<file path="src/rtl/acl2_spi_master.sv">
// SPI mode-0 master framing ADXL362 register/FIFO accesses.
// Optional INT1 auto-read of XDATA..ZDATA: define ACL2_SPI_INT_AUTOREAD_EN.
module acl2_spi_master #(
  parameter int CLK_DIV = 4,
  parameter int LEN_W   = 4
) (
  input  logic             clk,
  input  logic             rst_n,
  input  logic             start,
  input  logic             rw,
  input  logic             fifo_rd,
  input  logic [7:0]       addr,
  input  logic [LEN_W-1:0] len,
  input  logic [7:0]       tx_data,
  output logic             tx_next,
  output logic [7:0]       rx_data,
  output logic             rx_valid,
  output logic             busy,
  output logic             done,
  output logic             SCLK,
  output logic             MOSI,
  output logic             nCS,
  input  logic             MISO,
  input  logic             INT1
);

  typedef enum logic [2:0] {
    IDLE, CS_SETUP, SHIFT, CS_HOLD, CS_GAP
  } state_t;

  localparam int CW = $clog2(2 * CLK_DIV) + 1;
  localparam logic [CW-1:0] HALF = CW'(CLK_DIV - 1);
  localparam logic [CW-1:0] PRE  = CW'(CLK_DIV - 2);
  localparam logic [CW-1:0] GAP  = CW'(2 * CLK_DIV - 1);
  localparam logic [LEN_W:0] ONE = 1;
  localparam logic [LEN_W:0] TWO = 2;

  state_t           state;
  logic [CW-1:0]    cnt;
  logic [2:0]       bit_cnt;
  logic [LEN_W:0]   byte_idx;
  logic [LEN_W:0]   total;
  logic             rd_q;
  logic             fifo_q;
  logic [7:0]       addr_q;
  logic [7:0]       sh;
  logic [7:0]       rx_sh;
  logic             rx_pend;
  logic             sclk_q;
  logic             ncs_q;
  logic             busy_q;
  logic             done_q;
  logic             tx_next_q;
  logic             rx_valid_q;
  logic [7:0]       rx_data_q;

  logic             go;
  logic             g_rw;
  logic             g_fifo;
  logic [7:0]       g_addr;
  logic [LEN_W-1:0] g_len;

`ifdef ACL2_SPI_INT_AUTOREAD_EN
  logic [2:0] int_sync;
  logic       int_pend;
  logic       int_edge;
  logic       auto_go;

  assign int_edge = int_sync[1] & ~int_sync[2];
  assign auto_go  = (state == IDLE) && !start &&
                    (int_edge || int_pend);

  // A user start wins; the edge is parked in int_pend.
  always_ff @(posedge clk or negedge rst_n) begin
    if (!rst_n) begin
      int_sync <= '0;
      int_pend <= 1'b0;
    end else begin
      int_sync <= {int_sync[1:0], INT1};
      if (auto_go)
        int_pend <= 1'b0;
      else if (int_edge)
        int_pend <= 1'b1;
    end
  end

  always_comb begin
    go     = start | auto_go;
    g_rw   = auto_go ? 1'b1 : rw;
    g_fifo = auto_go ? 1'b0 : fifo_rd;
    g_addr = auto_go ? 8'h0E : addr;
    g_len  = auto_go ? LEN_W'(6) : len;
  end
`else
  logic unused_int1;
  assign unused_int1 = INT1;

  always_comb begin
    go     = start;
    g_rw   = rw;
    g_fifo = fifo_rd;
    g_addr = addr;
    g_len  = len;
  end
`endif

  logic [7:0]     g_cmd;
  logic [LEN_W:0] g_hdr;
  logic [LEN_W:0] hdr;
  logic [LEN_W:0] nxt_idx;
  logic [7:0]     nxt_byte;
  logic           nxt_wr;

  always_comb begin
    g_cmd    = g_fifo ? 8'h0D : (g_rw ? 8'h0B : 8'h0A);
    g_hdr    = g_fifo ? ONE : TWO;
    hdr      = fifo_q ? ONE : TWO;
    nxt_idx  = byte_idx + 1'b1;
    nxt_wr   = !rd_q && (nxt_idx >= hdr) && (nxt_idx < total);
    nxt_byte = 8'h00;
    if (nxt_idx == ONE && !fifo_q)
      nxt_byte = addr_q;
    else if (!rd_q)
      nxt_byte = tx_data;
  end

  always_ff @(posedge clk or negedge rst_n) begin
    if (!rst_n) begin
      state      <= IDLE;
      cnt        <= '0;
      bit_cnt    <= '0;
      byte_idx   <= '0;
      total      <= '0;
      rd_q       <= 1'b0;
      fifo_q     <= 1'b0;
      addr_q     <= '0;
      sh         <= '0;
      rx_sh      <= '0;
      rx_pend    <= 1'b0;
      sclk_q     <= 1'b0;
      ncs_q      <= 1'b1;
      busy_q     <= 1'b0;
      done_q     <= 1'b0;
      tx_next_q  <= 1'b0;
      rx_valid_q <= 1'b0;
      rx_data_q  <= '0;
    end else begin
      done_q     <= 1'b0;
      tx_next_q  <= 1'b0;
      rx_valid_q <= 1'b0;
      rx_pend    <= 1'b0;
      if (rx_pend) begin
        rx_data_q  <= rx_sh;
        rx_valid_q <= 1'b1;
      end
      unique case (state)
        IDLE: begin
          if (go) begin
            rd_q     <= g_fifo | g_rw;
            fifo_q   <= g_fifo;
            addr_q   <= g_addr;
            total    <= {1'b0, g_len} + g_hdr;
            sh       <= g_cmd;
            ncs_q    <= 1'b0;
            busy_q   <= 1'b1;
            cnt      <= '0;
            bit_cnt  <= '0;
            byte_idx <= '0;
            state    <= CS_SETUP;
          end
        end
        CS_SETUP: begin
          if (cnt == HALF) begin
            cnt   <= '0;
            state <= SHIFT;
          end else begin
            cnt <= cnt + 1'b1;
          end
        end
        SHIFT: begin
          // Announce the capture one cycle ahead so tx_next
          // is high in the very cycle tx_data is sampled.
          if (cnt == PRE && sclk_q && bit_cnt == 3'd7 && nxt_wr)
            tx_next_q <= 1'b1;
          if (cnt != HALF) begin
            cnt <= cnt + 1'b1;
          end else begin
            cnt    <= '0;
            sclk_q <= ~sclk_q;
            if (!sclk_q) begin
              rx_sh <= {rx_sh[6:0], MISO};
              if (bit_cnt == 3'd7 && rd_q && byte_idx >= hdr)
                rx_pend <= 1'b1;
            end else if (bit_cnt != 3'd7) begin
              bit_cnt <= bit_cnt + 1'b1;
              sh      <= {sh[6:0], 1'b0};
            end else begin
              bit_cnt  <= '0;
              byte_idx <= nxt_idx;
              if (nxt_idx == total) begin
                sh    <= '0;
                state <= CS_HOLD;
              end else begin
                sh <= nxt_byte;
              end
            end
          end
        end
        CS_HOLD: begin
          if (cnt == HALF) begin
            cnt   <= '0;
            ncs_q <= 1'b1;
            state <= CS_GAP;
          end else begin
            cnt <= cnt + 1'b1;
          end
        end
        CS_GAP: begin
          if (cnt == GAP) begin
            cnt    <= '0;
            busy_q <= 1'b0;
            done_q <= 1'b1;
            state  <= IDLE;
          end else begin
            cnt <= cnt + 1'b1;
          end
        end
        default: state <= IDLE;
      endcase
    end
  end

  assign SCLK     = sclk_q;
  assign MOSI     = sh[7];
  assign nCS      = ncs_q;
  assign busy     = busy_q;
  assign done     = done_q;
  assign tx_next  = tx_next_q;
  assign rx_valid = rx_valid_q;
  assign rx_data  = rx_data_q;

endmodule

</file>
<file path="config.mk">
export PLATFORM = sky130hd
export DESIGN_NAME = acl2_spi_master
export DESIGN_NICKNAME = d
export VERILOG_FILES = /design/src/rtl/acl2_spi_master.sv
export SDC_FILE = /design/constraint.sdc
export NUM_CORES = 1
export LEC_CHECK = 0
export ABC_AREA = 1
export CORE_MARGIN = 1.5
export CORE_UTILIZATION = 30
export DETAILED_ROUTE_END_ITERATION = 8
export GPL_ROUTABILITY_DRIVEN = 0
export SETUP_SLACK_MARGIN = 0.05
export SKIP_CTS_REPAIR_TIMING = 1
export SLEW_MARGIN = 10
export SYNTH_ARGS = -nofsm -noshare
export SYNTH_HDL_FRONTEND = slang
export SYNTH_SLANG_ARGS = --single-unit
export TNS_END_PERCENT = 1
</file>
<file path="constraint.sdc">
create_clock -name clk -period 4.5 [get_ports clk]
set_input_delay 1.35 -clock clk [delete_from_list [all_inputs] [get_ports clk]]
set_output_delay 1.35 -clock clk [all_outputs]
set_load 0.005 [all_outputs]
</file>
==> flow_metrics.py, run 1 <==
metrics = {
    "critical_path": {
        "path_max_fanout": 17,
        "critical_path_class": "input port to flop",
        "start_kind": "input port",
        "crit_path_max_incr_delay_ps": 500,
        "end_kind": "flop",
        "path_cells": "clkdlybuf4s50_1 > nand2_2 > o21ai_2 > nand2_1 > nor2_2 > inv_1 > o31ai_1",
        "critical_path_required_ps": 4750,
        "crit_arrival_ps": 3080,
        "worst-path-buf-inv": 2,
        "path_delay_family": "simple AND/OR/NAND/NOR gates",
        "critPathSlowestCell": "clkdlybuf4s50_1",
    },
    "cts": {
        "ctsLongestPathBuffers": 2,
        "clkSlewWorstSetupHoldPaths_ps": 70,
        "htree_levels": 3,
        "cts.sinks": 61,
        "clk_latency_ps": 340,
        "root_buffer": "clkbuf_8",
        "cts_tree": "built",
        "cts_buffers": 9,
    },
    "global_route": {
        "overflow": 0,
        "grt_pass1_wl_mm": 11.7,
        "antenna_found_initial": 0,
        "grt_max_degree": 50,
        "grt_pass1_vias": 2632,
        "grt_use_total_pct": 13.0,
    },
    "sta": {
        "final.setup.tns_ps": 0,
        "rsz0062_at_grt": "false",
        "min_period_over_period_pct": 62.9,
        "worst_slew_pin_slew_ps": 1050,
        "whs_ps": 481,
        "fin_crit_ps": 2830,
        "slew_headroom_pct": 29.8,
        "finClkSkew_ps": 8.67,
        "setup_viol": 0,
        "hold_viol": 0,
        "maxSlewViolCount": 0,
        "fmax_mhz": 353,
    },
    "yosys": {
        "syn_inst": 393,
        "yosysMostFrequentCell": "nand2_1",
        "yosys.area.top_type": "dfrtp_1",
        "syn-num-nets": 437,
        "netlist_area_mm2": 0.00318,
        "ys_ff_latch": 61,
        "syn_area_per_cell_um2": 8.09,
        "synth-edff-count": 0,
        "ys_top_cells_by_area": "dfrtp_1 47%, nand2_1 15%, ha_1 6.3%, inv_1 5.0%, o21ai_0 4.2%",
        "ys.flop_type": "dfrtp_1",
        "ys_warn_count": 0,
        "synth_top_area_share_pct": 47.2,
        "yosysUniqueCellTypes": 36,
        "seq_area_frac_synth_pct": 48.0,
        "ys_top_cells_by_count": "124 x nand2_1, 60 x dfrtp_1, 42 x inv_1",
        "synthArstFlopShare_pct": 100,
    },
    "die": {
        "dieArea_mm2": 0.0112,
        "die_h_um": 106,
        "coreArea_mm2": 0.0103,
        "row_count": 37,
        "start_util_pct": 30.8,
        "ios": 42,
        "die_x_um": 106,
    },
    "detailed_routing": {
        "wl_per_cell_um": 11.5,
        "avgViaCountPerCell": 4.54,
        "wl_mm": 6.64,
        "drt_iter0_markers": 121,
        "vias": 2626,
        "drc": 0,
        "postRouteAntennaNets": 0,
        "first_pass_iters": 4,
    },
    "placed_design": {
        "dpl.hpwl_mm": 4.99,
        "numPortBuffers": 40,
    },
    "power_and_ir_drop": {
        "power_leakage_nw": 1.94,
        "vdd_drop_max_mv": 0.215,
        "powerDensity_mw_per_mm2": 507,
    },
    "worst_hold_path": {
        "hold_path.class": "flop to flop",
    },
    "finish": {
        "drive_gt1_share_pct": 8.60,
        "final_nets": 481,
        "num_antenna_cells": 0,
        "area_delta_synth_final_pct": 22.9,
    },
    "run_status": {
        "status": "finished clean",
    },
    "flow_run": {
        "cap_violations": 0,
    },
}
==> kinds of logic after synthesis <==
group | Yosys count | share of synthesized area [%]
adder cells (fa/ha/maj) | 17 | 6.92
multiplexers | 2 | 0.708
XOR/XNOR | 3 | 1.06
AO/OA/AOI/OAI | 54 | 9.64
buffers and inverters | 55 | 6.96
AND/OR/NAND/NOR | 201 | 26.7
flip-flops | 61 | 48.0
==> worst min-delay path, delay by kind of cell, from the launching register on <==
kind	cells	cell delay, ps
flip-flops	1	370
AND/OR/NAND/NOR	2	110
==> registers in the layout (all words and copies together), names as in the netlist, 3 cells and up <==
register	count
state	3
rx_sh	8
sh	8
rx_data	8
cnt	4
byte_idx	5
addr_q	8
bit_cnt	3
total	5
==> metrics by stage <==
step | util (%) | power, mW | instance area [µm²] | setup WS [ps] | cells
4_1_cts | 37.9 | 2.01 | 3910 | 1670 | 578
5_1_grt | 37.9 | 2.16 | 3910 | 1500 | 578
3_3_place_gp | 35.9 | 1.49 | 3710 | 1330 | 562
3_5_place_dp | 35.9 | 1.51 | 3710 | 1280 | 562
6_report | 37.9 | 1.98 | 3910 | 1670 | 578
2_1_floorplan | - | 1.32 | 3180 | 2200 | 393
==> metal layers <==
layer	up-vias	wire length, µm	global-route usage [%]
met3	11	208	3.31
li1	1352	-	-
met5	-	0	0
met1	1221	3240	16.3
met2	42	3070	21.3
met4	0	123	5.41
==> layout make-up <==
| type | instances | area (µm²) |
|---|---|---|
| tap | 136 | 170 |
| inverter | 47 | 176 |
| timing repair buffer | 41 | 403 |
| sequential | 61 | 1530 |
| fill | 1074 | 6410 |
| multi-input combinational | 277 | 1430 |
| clock inverter | 7 | 76.3 |
| clock buffer | 9 | 124 |
==> where the power goes <==
group | leakage, nW | switching (mW) | internal (mW)
clock network | 0.0954 | 0.225 | 0.257
registers | 0.793 | 0.105 | 0.690
logic | 1.05 | 0.448 | 0.259
total | 1.94 | 0.778 | 1.21
==> path summary, 6_finish.rpt <==
path | startpoint | endpoint | slack [ps] | depth (start not counted)
worst max-delay path | start | byte_idx[2] | 1670 | 7
min in group asynchronous | rst_n | rx_data[1] | 1200 | 1
worst max register to register | byte_idx[0] | sh[2] | 2170 | 13
worst min register to register | nCS | nCS | 480 | 2
max in group asynchronous | rst_n | rx_data[5] | 2530 | 2
worst min-delay path | nCS | nCS | 480 | 2
==> cells in the final DEF, fill, tap and decap left out, types with 3 or more instances in the layout <==
| cell | synthesis | layout |
|---|---|---|
| a21oi_1 | 11 | 11 |
| clkbuf_8 | 0 | 9 |
| clkdlybuf4s50_1 | 0 | 39 |
| clkinv_4 | 0 | 3 |
| dfrtp_1 | 60 | 60 |
| ha_1 | 16 | 16 |
| inv_1 | 42 | 42 |
| inv_2 | 5 | 5 |
| nand2_1 | 124 | 124 |
| nand2_2 | 4 | 4 |
| nand3_1 | 21 | 21 |
| nand4_1 | 8 | 8 |
| nor2_1 | 35 | 35 |
| o21ai_0 | 27 | 27 |
| o21ai_1 | 3 | 3 |
| o22ai_1 | 3 | 3 |
No activity file was read; power rests on OpenSTA's default activity.
==> run 2, diff against run 1 <==
==> constraint.sdc (replaced) <==
create_clock -name clk -period 2.3 [get_ports clk]
set_input_delay 0.69 -clock clk [delete_from_list [all_inputs] [get_ports clk]]
set_output_delay 0.69 -clock clk [all_outputs]
set_load 0.005 [all_outputs]
==> flow_metrics.py, run 2 (synthesis gave the netlist of run 1 again) <==
metrics = {
    "sta": {
        "worst_slew_pin_slew_ps": 459,
        "fmax_mhz": 482,
        "slew_headroom_pct": 69.4,
        "hold_viol": 0,
        "fin_crit_ps": 2070,
        "maxSlewViolCount": 0,
        "min_period_over_period_pct": 90.1,
        "rsz0062_at_grt": "false",
        "setup_viol": 0,
        "final.setup.tns_ps": 0,
        "finClkSkew_ps": 10.6,
    },
    "finish": {
        "final_nets": 490,
        "fin_util_pct": 38.7,
        "final_common_cell": "nand2_1",
        "drive_gt1_share_pct": 10.9,
        "area_delta_synth_final_pct": 25.5,
        "num_antenna_cells": 0,
        "final_cell_mix": "124 x nand2_1, 59 x dfrtp_1, 42 x inv_1, 39 x clkdlybuf4s50_1, 35 x nor2_1",
    },
    "cts": {
        "cts_tree": "built",
        "cts_buffers": 9,
        "htree_levels": 3,
        "ctsLongestPathBuffers": 2,
        "cts.sinks": 61,
        "root_buffer": "clkbuf_8",
        "clkSlewWorstSetupHoldPaths_ps": 70,
        "clk_latency_ps": 340,
    },
    "global_route": {
        "grt_pass1_vias": 2536,
        "grt_max_degree": 62,
        "grt_use_total_pct": 13.1,
        "overflow": 0,
        "grt_pass1_wl_mm": 11.8,
        "antenna_found_initial": 0,
    },
    "detailed_routing": {
        "postRouteAntennaNets": 0,
        "vias": 2693,
        "wl_per_cell_um": 11.4,
        "wl_met2_mm": 2.96,
        "wl_met3_um": 280,
        "wl_mm": 6.69,
        "first_pass_iters": 4,
        "drc": 0,
        "wl_met1_mm": 3.31,
        "avgViaCountPerCell": 4.59,
        "top_layer": "met4",
        "drt_iter0_markers": 136,
    },
    "worst_hold_path": {
        "hold_path.class": "input port to asynchronous set/reset pin",
    },
    "critical_path": {
        "critical_path_class": "flop to flop",
        "path_max_fanout": 6,
        "start_kind": "flop",
        "crit_arrival_ps": 2300,
        "critical_path_required_ps": 2530,
        "end_kind": "flop",
    },
    "power_and_ir_drop": {
        "vdd_drop_max_mv": 0.345,
        "p_int_mw": 2.41,
        "pwr-share-clk_pct": 24.0,
        "powerDensity_mw_per_mm2": 989,
        "switching_power_mw": 1.54,
        "seq_power_share_pct": 39.4,
        "p_comb_share_pct": 36.6,
        "power_leakage_nw": 1.99,
        "switching_share_pct": 38.9,
    },
    "die": {
        "die_x_um": 106,
        "ios": 42,
        "die_h_um": 106,
        "coreArea_mm2": 0.0103,
        "dieArea_mm2": 0.0112,
        "row_count": 37,
        "start_util_pct": 30.8,
    },
    "placed_design": {
        "numPortBuffers": 40,
        "dpl.hpwl_mm": 4.99,
    },
    "run_status": {
        "status": "finished clean",
    },
    "flow_run": {
        "cap_violations": 0,
    },
}
run 2: cell type report:
type	instances	area [µm²]
Multi-Input combinational cell	277	1430
Sequential cell	61	1530
Clock buffer	9	124
Clock inverter	7	75.1
Inverter	47	176
Fill cell	1056	6330
Tap cell	136	170
Timing Repair Buffer	50	483
run 2: routing by layer:
| layer | vias to the layer above | GRT usage (%) |
|---|---|---|
| met5 | - | 0 |
| met2 | 51 | 19.9 |
| met1 | 1257 | 18.2 |
| met4 | 0 | 4.73 |
| li1 | 1374 | - |
| met3 | 11 | 3.00 |
run 2: final timing paths:
kind	from	to	slack, ps	depth (start not counted)
min in group clk	nCS	nCS	470	2
max in group asynchronous	rst_n	nCS	1650	2
min reg2reg	nCS	nCS	470	2
max	byte_idx[0]	sh[2]	230	13
max reg2reg	byte_idx[0]	sh[2]	230	13
min	rst_n	busy	360	2
run 2: power by group through the flow:
stage | sequential (mW) | combinational (mW) | clock, mW
global placement | 1.57 | 1.42 | 0
detailed placement | 1.58 | 1.45 | 0
finish | 1.55 | 1.44 | 0.949
global route | 1.59 | 1.69 | 1.02
floorplan | 1.51 | 1.08 | 0
CTS | 1.56 | 1.46 | 0.977
run 2: worst max-delay path, stage by stage, from the launching register on:
cell and delay (ps):
dfrtp_1 430, ha_2 240, xnor2_2 180, inv_1 70, ha_1 300, nand2_1 60
nor2_1 100, nand3_1 160, nand2_1 100, inv_1 90, nand2_1 80, nand2_1 50
nand2_1 60, nand2_1 40
run 2: stage by stage:
stage / instances / hold WS [ps] / instance area (µm²) / power, mW / setup WS (ps)
floorplan: 393 / 394 / 3180 / 2.58 / 362
finish: 587 / 356 / 3990 / 3.95 / 227
global route: 587 / 380 / 3990 / 4.30 / 67.1
CTS: 587 / 364 / 3990 / 3.99 / 191
detailed placement: 571 / 464 / 3790 / 3.02 / 61.7
global placement: 571 / 460 / 3790 / 2.99 / 101
==> run 3, diff against run 2 <==
--- a/config.mk
+++ b/config.mk
@@ -8,10 +8,13 @@
 export ABC_AREA = 1
 export CORE_MARGIN = 1.5
 export CORE_UTILIZATION = 30
+export CTS_CLUSTER_DIAMETER = 60
 export DETAILED_ROUTE_END_ITERATION = 8
 export GPL_ROUTABILITY_DRIVEN = 0
+export HOLD_SLACK_MARGIN = 0.08
 export SETUP_SLACK_MARGIN = 0.05
 export SKIP_CTS_REPAIR_TIMING = 1
+export SKIP_LAST_GASP = 1
 export SLEW_MARGIN = 10
 export SYNTH_ARGS = -nofsm -noshare
 export SYNTH_HDL_FRONTEND = slang
==> results of run 3 <==
Same layout as run 2: the final DEF is identical, and so are final timing and power.
